[src/rtl/tile_arb_pkg.sv]
// Shared widths and FSM state encodings for the tile-calculator arbiter.
package tile_arb_pkg;

    localparam int unsigned COORD_W = 128;
    localparam int unsigned IDX_W   = 32;
    localparam int unsigned CNT_W   = 16;
    localparam int unsigned ST_W    = 2;

    typedef logic [ST_W-1:0] state_t;

    localparam logic [1:0] ST_IDLE  = 2'd0;
    localparam logic [1:0] ST_ISSUE = 2'd1;
    localparam logic [1:0] ST_WAIT  = 2'd2;
    localparam logic [1:0] ST_OUT   = 2'd3;

endpackage

[src/rtl/tile_calc_arbiter_rr_arbiter.sv]
// Round-robin picker: first request at or after ptr, wrapping, as one-hot grant plus index.
module rr_arbiter #(
    parameter int unsigned N = 4
) (
    input  logic [N-1:0]         req,
    input  logic [$clog2(N)-1:0] ptr,
    output logic [N-1:0]         grant_c,
    output logic [$clog2(N)-1:0] idx_c,
    output logic                 any_c
);

    localparam int unsigned IW = $clog2(N);

    always_comb begin
        grant_c = '0;
        idx_c   = '0;
        any_c   = 1'b0;
        for (int unsigned i = 0; i < N; i++) begin
            if (!any_c && req[(32'(ptr) + i) % N]) begin
                any_c = 1'b1;
                idx_c = IW'((32'(ptr) + i) % N);
            end
        end
        if (any_c) begin
            grant_c[idx_c] = 1'b1;
        end
    end

endmodule

[src/rtl/tile_calc_arbiter.sv]
// Arbitrates NUM_SRC point-batch sources onto one shared tile-index calculator.
// Optional per-source accept counters are enabled with the TILE_ARB_STATS_EN macro.
module tile_calc_arbiter
    import tile_arb_pkg::*;
#(
    parameter int unsigned NUM_SRC = 4,
    parameter int unsigned TIMEOUT = 15
) (
    input  logic                         clk,
    input  logic                         reset_n,
    input  logic [NUM_SRC-1:0]           src_valid,
    input  logic [NUM_SRC*COORD_W-1:0]   src_coords,
    output logic [NUM_SRC-1:0]           src_ready,
    output logic [COORD_W-1:0]           calc_coords,
    output logic                         calc_valid,
    input  logic [IDX_W-1:0]             calc_indices,
    input  logic                         calc_done,
    output logic                         out_valid,
    input  logic                         out_ready,
    output logic [IDX_W-1:0]             out_indices,
    output logic [$clog2(NUM_SRC)-1:0]   out_src_id,
    output logic                         timeout_err
`ifdef TILE_ARB_STATS_EN
    ,
    output logic [NUM_SRC*CNT_W-1:0]     grant_cnt
`endif
);

    localparam int unsigned SRC_W = $clog2(NUM_SRC);
    localparam int unsigned TMO_W = ($clog2(TIMEOUT + 1) > 4) ? $clog2(TIMEOUT + 1) : 4;

    state_t             state_q, state_d;
    logic [SRC_W-1:0]   rr_q, rr_d;
    logic [SRC_W-1:0]   owner_q, owner_d;
    logic [TMO_W-1:0]   cnt_q, cnt_d;
    logic               calc_valid_d;
    logic [COORD_W-1:0] calc_coords_d;
    logic               out_valid_d;
    logic [IDX_W-1:0]   out_indices_d;
    logic [SRC_W-1:0]   out_src_id_d;
    logic               timeout_err_d;

    logic [NUM_SRC-1:0] grant_c;
    logic [SRC_W-1:0]   idx_c;
    logic               any_c;
    logic               accept_c;

    rr_arbiter #(.N(NUM_SRC)) u_rr (
        .req     (src_valid),
        .ptr     (rr_q),
        .grant_c (grant_c),
        .idx_c   (idx_c),
        .any_c   (any_c)
    );

    // Only the winner sees ready, and only while idle and out of reset.
    assign accept_c  = (state_q == ST_IDLE) && any_c;
    assign src_ready = (reset_n && state_q == ST_IDLE) ? grant_c : '0;

    always_comb begin
        state_d       = state_q;
        rr_d          = rr_q;
        owner_d       = owner_q;
        cnt_d         = cnt_q;
        calc_valid_d  = 1'b0;
        calc_coords_d = calc_coords;
        out_valid_d   = out_valid;
        out_indices_d = out_indices;
        out_src_id_d  = out_src_id;
        timeout_err_d = timeout_err;
        case (state_q)
            ST_IDLE: begin
                if (accept_c) begin
                    calc_coords_d = src_coords[32'(idx_c)*COORD_W +: COORD_W];
                    owner_d       = idx_c;
                    rr_d          = (idx_c == SRC_W'(NUM_SRC - 1)) ? '0 : idx_c + SRC_W'(1);
                    calc_valid_d  = 1'b1;
                    state_d       = ST_ISSUE;
                end
            end
            ST_ISSUE: begin
                cnt_d   = '0;
                state_d = ST_WAIT;
            end
            ST_WAIT: begin
                if (calc_done) begin
                    out_indices_d = calc_indices;
                    out_src_id_d  = owner_q;
                    out_valid_d   = 1'b1;
                    state_d       = ST_OUT;
                end else if (cnt_q == TMO_W'(TIMEOUT - 1)) begin
                    // Final allowed wait cycle without a result: drop the batch.
                    timeout_err_d = 1'b1;
                    cnt_d         = '0;
                    state_d       = ST_IDLE;
                end else begin
                    cnt_d = cnt_q + TMO_W'(1);
                end
            end
            ST_OUT: begin
                if (out_ready) begin
                    out_valid_d = 1'b0;
                    state_d     = ST_IDLE;
                end
            end
            default: state_d = ST_IDLE;
        endcase
    end

    always_ff @(posedge clk or negedge reset_n) begin
        if (!reset_n) begin
            state_q     <= ST_IDLE;
            rr_q        <= '0;
            owner_q     <= '0;
            cnt_q       <= '0;
            calc_valid  <= 1'b0;
            calc_coords <= '0;
            out_valid   <= 1'b0;
            out_indices <= '0;
            out_src_id  <= '0;
            timeout_err <= 1'b0;
        end else begin
            state_q     <= state_d;
            rr_q        <= rr_d;
            owner_q     <= owner_d;
            cnt_q       <= cnt_d;
            calc_valid  <= calc_valid_d;
            calc_coords <= calc_coords_d;
            out_valid   <= out_valid_d;
            out_indices <= out_indices_d;
            out_src_id  <= out_src_id_d;
            timeout_err <= timeout_err_d;
        end
    end

`ifdef TILE_ARB_STATS_EN
    // Per-source saturating accept counters.
    always_ff @(posedge clk or negedge reset_n) begin
        if (!reset_n) begin
            grant_cnt <= '0;
        end else if (accept_c) begin
            for (int unsigned k = 0; k < NUM_SRC; k++) begin
                if (idx_c == SRC_W'(k) && grant_cnt[k*CNT_W +: CNT_W] != '1) begin
                    grant_cnt[k*CNT_W +: CNT_W] <= grant_cnt[k*CNT_W +: CNT_W] + CNT_W'(1);
                end
            end
        end
    end
`endif

endmodule

[config.mk]
export PLATFORM = sky130hd
export DESIGN_NAME = tile_calc_arbiter
export DESIGN_NICKNAME = d
export VERILOG_FILES = /design/src/rtl/tile_arb_pkg.sv /design/src/rtl/tile_calc_arbiter_rr_arbiter.sv /design/src/rtl/tile_calc_arbiter.sv
export SDC_FILE = /design/constraint.sdc
export NUM_CORES = 1
export LEC_CHECK = 0
export CORE_AREA = 3 3 281 283
export CTS_CLUSTER_SIZE = 12
export DETAILED_ROUTE_END_ITERATION = 8
export DIE_AREA = 0 0 284 286
export SLEW_MARGIN = 0
export SYNTH_ARGS = -nofsm -noshare
export SYNTH_HDL_FRONTEND = slang
export SYNTH_SLANG_ARGS = --single-unit
[constraint.sdc]
create_clock -name clk -period 4.4 [get_ports clk]
set_clock_uncertainty 0.2 [all_clocks]
set_input_delay 1.32 -clock clk [delete_from_list [all_inputs] [get_ports clk]]
set_output_delay 1.32 -clock clk [all_outputs]
set_load 0.02 [all_outputs]
==> summary.md <==
| Metric | Value |
|---|---|
| Unrepaired setup endpoints after global routing | no |
| Total Routed Length | 57010 µm |
| Via density per instance | 4.277 |
| Setup-violating endpoint count in the final report | 0 |
| Maximum clock frequency | ~230 MHz |
| Routability congestion estimate from global placement | around 0.95 |
| GR Util met3 | around 3.5% |
| Worst min-delay path category | reg -> reg |
| M1 GR Usage | 15.99% |
| Root buffer cell | clkbuf_16 |
| Top fanout value on the critical path | 4 |
| Type of origin of the critical path | input port |
| Core outline area | a little under 0.08 mm² |
| CTS H-tree depth | 4 |
| Area fraction in compound gates after synthesis | approximately a quarter |
| Largest voltage drop on the vdd net | about 0.32 mV |
| Synthesized-area fraction occupied by adder cells | 0.4569% |
| Post-Synth Simple-Gate Area | 13.25% |
| Number of antenna violations at the first check in global routing | 6 |
| Library cell occupying the most area in the post-synthesis netlist | dfrtp_1 |
| Actual transition at the worst max-transition pin | 1.111 ns |
| Count of unresolved DRC violations after routing | 0 |
| Initial standard-cell utilization of the core | roughly 14% |
| Number of instances in the synthesized netlist | about 1000 |
| Clock insertion delay at the later pin of the skew report | approximately 0.47 ns |
| Die span in y | roughly 290 µm |
| HPWL reported at the end of detailed placement | 43820 µm |
| Setup Fix Bufs, Post-CTS | 0 |
| Mux contribution to synthesized area | approximately 15% |
| Via total after detailed routing | between 10000 and 15000 |
| Clock tree from TritonCTS | built |
| Max-cap check violation count | 0 |
| Count of clock tree sinks | between 150 and 200 |
| Synth top area share | roughly 40% |
| Leakage power of the design | ~0.0078 µW |
| Largest family of logic cells by synthesized area | compound AO/OA/AOI/OAI gates |
| Synthesized net count | 1598 |
| Class of the most critical setup path | in -> out |
| Final slew viol count | 0 |
| Placement Rows | ~100 |
| Reg clk slew, reported paths | 0.07 ns |
| Origin of the worst min-delay path | timeout_err |
| Minimum clock period after layout | 4.346 ns |
| Areal power density over the cells | 588.9 mW/mm² |
| Layout overhead on the synthesized area | 83.40% |
| First-pass iteration count of the detailed router | 5 |
| Number of port buffers | ~700 |
| Total of warnings raised by yosys | 0 |
| Number of buffers added to fix hold violations after cts | 0 |
| Clock buffer count from CTS | 17 |
| Global routing usage on met2 | around a quarter |
| Endpoints failing hold | 0 |
| Ports | 721 |
| Ratio of cells with drive above 1 in the final layout | between 10% and 20% |
| Horiz. Die Dim | 284 µm |
| Worst Setup SP | src_valid[0] |
| Number of distinct standard cells referenced by the synthesized netlist | 40 |
| Required time of the critical path | 2.88 ns |
| Nets | approximately 2300 |
| Number of fill cells | about 8100 |
| Die footprint | just over 0.08 mm² |
| Most Crowded Layer GR | met2 |
| Global-route wire length before repair | between 80000 and 90000 µm |
| CTS Buffer Depth | 2 |
| Via count of the first global-routing pass | ~13000 |
| Worst Hold Slack | about 0.28 ns |
| Fraction of registers with async set/reset | 100.0% |
| Max-Slew Margin vs Limit | 24.01% |
| XOR/XNOR share of the synthesized area | 0% |
| Most used DFF post-synth | dfrtp_1 |
| Seq cells post-synth | between 150 and 200 |
| Overall Global Routing Usage | between 10% and 20% |
| Overflow left after global routing | 0 |
| Share of synthesized area occupied by flip-flops and latches | 39.98% |
| Endpoint arrival time on the critical path | 2.83 ns |
| Setup_tns | 0 ns |
| Detail-routed net length per standard cell | ~21 µm |
| Reg-to-reg startpoint | rr_q[1] |
| DR iter-0 viols | ~600 |
| Maximum number of pins on one net before global-route repair | 144 |
| Run status | complete, no violations |
| Area of the mapped netlist | 0.01095 mm² |
| Fraction of the cycle the final worst path needs | 98.78% |
| Remaining antenna violation count after routing | 0 |
| Avg Inst Size Synth | approximately 11 µm² |
| Number of flops mapped to enable cells by yosys | 0 |
| Critical path capture point type | output port |
| Biggest area contributors in the synthesized netlist | dfrtp_1 40%, mux2i_1 12%, a211oi_2 11% |
[stage by stage]
step	power, µW	instances	worst slack, ns	utilization (%)	area (µm²)
global placement	9997	2742	-0.6660	25.24	19430
floorplan	6831	1042	0.1008	-	10950
detailed placement	10110	2742	-0.6623	25.24	19430
finish	11830	2775	0.05382	26.11	20090
CTS	12000	2773	0.01251	26.10	20090
global route	12560	2775	0.007371	26.11	20090
[cell type report]
type / count / area, µm² / share of cell area, %
antenna: 2 / 5.005 / 0.02491
multi-input combinational: 740 / 5954 / 29.64
tap: 1040 / 1301 / 6.477
timing repair buffer: 779 / 7755 / 38.60
sequential: 175 / 4379 / 21.80
clock inverter: 12 / 200.2 / 0.9965
clock buffer: 19 / 452.9 / 2.254
inverter: 8 / 42.54 / 0.2117
[cell families (layout without fill, tap and decap cells)]
logic type,Yosys count,after routing
adder cells (fa/ha/maj),4,4
AND/OR/NAND/NOR,292,292
buffers and inverters,127,818
multiplexers,163,163
AO/OA/AOI/OAI,281,281
flip-flops,175,175
other,0,2
[worst max-delay path: stages]
cell,delay (ns)
dlygate4sd2_1,0.30
inv_2,0.04
o32a_2,0.33
and2_4,0.19
buf_4,0.14
ha_1,0.18
and3_1,0.16
buf_2,0.16
[worst paths after layout]
kind,endpoint,slack (ns),cells after the start
max in group asynchronous,calc_coords[92],1.80,3
worst min register to register,timeout_err,0.28,2
worst min-delay path,timeout_err,0.28,2
min in group asynchronous,rr_q[0],0.45,1
worst max-delay path,src_ready[3],0.05,8
worst max register to register,calc_coords[100],0.97,8
[cell usage after synthesis, types with 5 or more instances]
cell / number
dfrtp_1: 175
inv_1: 5
buf_6: 14
nand2_1: 16
o21ai_0: 7
mux2_2: 34
a211oi_2: 100
a21oi_1: 7
buf_4: 15
nor2_1: 133
and3_1: 130
mux2i_1: 129
a211oi_1: 28
a2111oi_0: 128
clkbuf_1: 76
buf_2: 11
[routing by layer]
layer / vias up / routed length [µm]
met3: 51 / 3928
li1: 5384 / -
met4: 2 / 1608
met1: 5842 / 22990
met5: - / 12
met2: 590 / 28470
[cells in the final DEF, fill, tap and decap left out, types with 4 or more instances in the layout]
cell type,count
buf_12,10
bufinv_16,4
ha_1,4
mux2_2,34
dfrtp_1,175
inv_6,4
mux2i_1,129
a2111oi_0,128
clkdlybuf4s50_1,713
a21oi_1,6
buf_4,50
nor2_1,133
and3_1,129
inv_1,5
a211oi_1,28
a211oi_2,100
nand2_1,15
clkbuf_16,17
o21ai_0,7
[power breakdown]
| part | switching, µW | internal, µW |
|---|---|---|
| registers | 517 | 2420 |
| clock network | 784 | 996 |
| logic | 3850 | 3260 |
| total | 5150 | 6680 |
[registers in the layout, indices dropped and copies added (netlist names)]
register     count
calc_coords    128
out_indices     32
cnt_q            4
out_src_id       2
owner_q          2
rr_q             2
state_q          2
calc_valid       1
out_valid        1
timeout_err      1
[what timing repair did]
action | 4_1_cts | 5_1_grt
setup endpoints to repair | 4 | 4
resized for setup | 20 | 7
pin swaps | 0 | 1
Note: power is estimated with default switching activity, not from simulation.
==> RTL edit 1, RTL diff (same settings) <==
Change the package constant `ST_W` from 2 to 4.
--- a/src/rtl/tile_arb_pkg.sv
+++ b/src/rtl/tile_arb_pkg.sv
@@ -4,7 +4,7 @@
     localparam int unsigned COORD_W = 128;
     localparam int unsigned IDX_W   = 32;
     localparam int unsigned CNT_W   = 16;
-    localparam int unsigned ST_W    = 2;
+    localparam int unsigned ST_W    = 4;
 
     typedef logic [ST_W-1:0] state_t;
 
Behaviour: same outputs for any inputs over 4 cycles, from zero or initial values and one cycle with reset_n low; that may be too few to reach the edited logic, so the function may still have changed.
==> RTL edit 1 against the unedited design <==
- sequential cell count is the same
- synthesized area fell by 10%
- routed wire length decreased by 2.5%
- power shrank 6.0%
- critical path depth stayed put
- design area shrank 5.4%
- setup slack better by 0.042 ns
- fmax up 0.96%
- critical endpoint unchanged
- highest routed layer unchanged
==> RTL edit 1: results (changes against the unedited design) <==
| Result | This run | Unit | Change |
|---|---|---|---|
| Leakage power summed over all cells | 7.86 | nW | +0.42% |
| Share of final-layout standard cells stronger than drive strength 1 | 0.111 | - | -0.0296 |
| Run status | completed | - |  |
| Worst Hold Path EP | owner_q[0] | - |  |
| Via count of the first global-routing pass | 11300 | - | -11% |
| Grt met1 use | 0.152 | - | -0.00788 |
| Slowest CP cell | sky130_fd_sc_hd__mux2_2 | - |  |
| Total global routing track utilization | 0.132 | - | -0.00332 |
| Synth top area cells | sky130_fd_sc_hd__dfrtp_1 (45%), sky130_fd_sc_hd__mux2_2 (11%), sky130_fd_sc_hd__a21oi_1 (9.5%) | - |  |
| Number of DRC violations after detailed-routing iteration 0 | 375 | - | -37% |
| Hpwl dp | 44100 | um | +0.73% |
| Worst hold path startpoint | owner_q[0] | - |  |
| Crit path DAT | 2.78 | ns | -0.05 ns |
| Unique masters post-synth | 34 | - | -15% |
| Final RePlAce weighted congestion | 0.910 | - | -3.9% |
| Final hold slack | 0.283 | ns | +0.00693 ns |
| Synthesized Nets | 1596 | - | -0.13% |
| Total Wirelength | 55600 | um | -2.5% |
| Slew @ Worst Pin | 0.855 | ns | -0.256 ns |
| Worst setup slack after placement | -0.247 | ns | +0.415 ns |
| Met2 demand-to-capacity share in global routing | 0.233 | - | about the same |
| Worst setup slack for register-to-register paths | 1.45 | ns | +0.48 ns |
| Cell types with the highest counts after synthesis | sky130_fd_sc_hd__nand2_1 (239), sky130_fd_sc_hd__a21oi_1 (187), sky130_fd_sc_hd__dfrtp_1 (175), sky130_fd_sc_hd__mux2_2 (100) | - |  |
| Post-Layout Cell Count | 2794 | - | +0.68% |
| Worst VDD drop | 0.277 | mV | -15% |
| First-pass GRT wire length | 78900 | um | -5.1% |
| Fraction of the yosys area taken by sequential cells | 0.447 | - | +0.0468 |
| End of the worst register-to-register path | calc_coords[0] | - |  |
==> RTL edit 1: changes by cell type after synthesis, sizes merged, moves of 3 or more <==
cell     change
nand2      +223
mux2        +73
a211o       +56
o22ai       +71
a21oi      +180
nor2       -128
mux2i       -57
a211oi     -128
clkbuf      -35
and3       -128
nand3        +4
nor3         -3
a2111oi    -128
==> RTL edit 1: cell type report <==
type,instances,area [um2]
tap,1040,1300
multi-input combinational,774,5020
sequential,175,4380
clock inverter,15,193
timing repair buffer,765,7650
inverter,7,31.3
fill,8361,58000
antenna,1,2.50
clock buffer,17,425
==> RTL edit 1: cells by family after synthesis <==
group                      share of synthesized area
buffers and inverters                         0.0468
and+or+nand+nor                                0.104
AOI/OAI and AO/OA                              0.202
adders and majority gates                    0.00383
muxes                                          0.196
DFF                                            0.447
==> RTL edit 1: power by group <==
part / total, mW / internal, mW / switching (mW) / leakage (nW)
logic: 6.55 / 3.15 / 3.40 / 5.50
registers: 2.87 / 2.40 / 0.469 / 2.06
clock network: 1.71 / 0.869 / 0.840 / 0.303
==> RTL edit 1: worst max path at each step <==
stage                              end  slack (ns)  depth (start not counted)
after floorplan           src_ready[0]        0.15                          7
after global placement    src_ready[3]       -0.27                          8
after detailed placement  src_ready[3]       -0.25                          8
after CTS                 src_ready[2]        0.08                          7
after global routing      src_ready[1]        0.03                          7
final                     src_ready[3]         0.1                          8
==> RTL edit 1: timing repair <==
action | 4_1_cts | 5_1_grt
pin swaps | 3 | 0
buffers inserted | 3 | 0
gates resized for setup | 9 | 1
endpoints found under the setup margin | 4 | 2
==> RTL edit 1: routing by layer <==
metal,share of wire,vias up
met3,0.070,63
met4,0.024,2
li1,-,5148
met2,0.50,528
met1,0.40,5222
met5,0.00013,-
==> RTL edit 2, RTL diff (config.mk and constraints unchanged) <==
Made on the original files. Compare `cnt_q` against `TMO_W'(TIMEOUT - 1)` with >= in place of ==.
--- a/src/rtl/tile_calc_arbiter.sv
+++ b/src/rtl/tile_calc_arbiter.sv
@@ -88,7 +88,7 @@
                     out_src_id_d  = owner_q;
                     out_valid_d   = 1'b1;
                     state_d       = ST_OUT;
-                end else if (cnt_q == TMO_W'(TIMEOUT - 1)) begin
+                end else if (cnt_q >= TMO_W'(TIMEOUT - 1)) begin
                     // Final allowed wait cycle without a result: drop the batch.
                     timeout_err_d = 1'b1;
                     cnt_d         = '0;
Behaviour: same outputs for any inputs over 4 cycles, from zero or initial values and one cycle with reset_n low; that may be too few to reach the edited logic, so the function may still have changed.
==> RTL edit 2 against the unedited design <==
- via count down 1.1%
- routed wire length down 2.5%
- design area down 0.70%
- sequential cell count unchanged
- setup slack better by 0.019 ns
- synthesized area down 0.46%
- critical path depth down 1
- highest routed layer unchanged
- worst hold slack better by 0.0083 ns
- power down 1.0%
==> RTL edit 2: results (changes against the unedited design) <==
| Result | This run | Unit | Change |
|---|---|---|---|
| PostCTS Resize Cnt | 19 | - | -5.0% |
| Unique masters post-synth | 34 | - | -15% |
| Met2 demand-to-capacity share in global routing | 0.222 | - | -0.0111 |
| Synth top area cells | sky130_fd_sc_hd__dfrtp_1 (40%), sky130_fd_sc_hd__mux2i_1 (12%), sky130_fd_sc_hd__a211oi_2 (11%) | - |  |
| Clock-pin transition on the worst setup and hold timing paths | 0.09 | ns | +0.02 ns |
| Slowest CP cell | sky130_fd_sc_hd__clkdlybuf4s50_1 | - |  |
| Mean routed wirelength per cell | 20.1 | um | -2.1% |
| Worst setup slack after placement | -0.492 | ns | +0.171 ns |
| Fillers | 8154 | - | +0.36% |
| Post-route minimum period | 4.33 | ns | -0.0194 ns |
| Final Net Count | 2266 | - | -0.48% |
| Share of final-layout standard cells stronger than drive strength 1 | 0.138 | - | -0.00267 |
| Crit path DAT | 2.81 | ns | -0.02 ns |
| Router iterations before antenna repair | 4 | - | -1 |
| Worst VDD drop | 0.322 | mV | -0.73% |
| Worst setup slack for register-to-register paths | 1.32 | ns | +0.35 ns |
| Cell Area, Placed | 19300 | um2 | -0.43% |
| Final RePlAce weighted congestion | 0.975 | - | +2.9% |
| Via count of the first global-routing pass | 12400 | - | -1.6% |
| Grt met1 use | 0.155 | - | -0.00486 |
| Total global routing track utilization | 0.132 | - | -0.00313 |
| Number of DRC violations after detailed-routing iteration 0 | 391 | - | -34% |
| Antenna violations before repair | 4 | - | -2 |
| Fin area | 19900 | um2 | -0.70% |
| Hold Crit Depth | 1 | - | -1 |
| Pin count of the biggest net entering global routing | 126 | - | -13% |
| Maximum fanout encountered on the critical timing path | 7 | - | +3 |
| Total placed cells including tap cells | 2731 | - | -0.40% |
| Leakage power summed over all cells | 7.79 | nW | -0.47% |
| Via-per-instance ratio | 4.25 | - | -0.74% |
| Maximum single-stage delay on the critical path | 0.53 | ns | +0.20 ns |
| Mean instance size in the synthesized netlist | 10.6 | um2 | +0.51% |
| Run status | completed | - |  |
| GR Util met3 | 0.0355 | - | +0.000239 |
[RTL edit 2: critical path: cells and delay by family]
kind | cells | cell delay, ns
buffers and inverters | 3 | 0.85
AO/OA/AOI/OAI | 2 | 0.32
AND/OR/NAND/NOR | 1 | 0.17
adder cells (fa/ha/maj) | 1 | 0.15
[RTL edit 2: kinds of logic after synthesis]
kind of cell,count (synthesis),share of synthesized area
AND/OR/NAND/NOR,288,0.131
AO/OA/AOI/OAI,277,0.248
flip-flops,175,0.402
multiplexers,164,0.154
buffers and inverters,124,0.0599
adder cells (fa/ha/maj),4,0.00459
[RTL edit 2: power breakdown]
part / internal (mW) / total [mW] / switching (mW)
Combinational: 3.25 / 7.14 / 3.89
Sequential: 2.42 / 2.94 / 0.519
Clock: 0.815 / 1.63 / 0.817
[RTL edit 2: final cells by class]
cell class,instances,area share
timing repair buffer,777,0.386
multi-input combinational,733,0.297
sequential,175,0.220
tap,1040,0.0652
clock buffer,18,0.0215
clock inverter,14,0.00853
inverter,6,0.00201
antenna,1,0.000125
[RTL edit 2: final timing paths]
check | from | to
setup / recovery | src_valid[2] | src_ready[3]
hold / removal | timeout_err | timeout_err
setup reg to reg | rr_q[1] | calc_coords[35]
hold reg to reg | timeout_err | timeout_err
max in group asynchronous | reset_n | calc_coords[123]
min in group asynchronous | reset_n | calc_coords[45]
[RTL edit 2: stage by stage]
step                hold slack, ns  total power, mW
finish                       0.284             11.7
global route                 0.320             12.4
CTS                          0.304             11.9
detailed placement           0.277             10.2
global placement             0.254             10.0
floorplan                    0.246             6.83
[RTL edit 2: metal layers]
metal,up-vias,wire length (um)
met5,-,27
met4,4,2270
met3,82,4070
met2,586,27000
met1,5711,22200
li1,5351,-
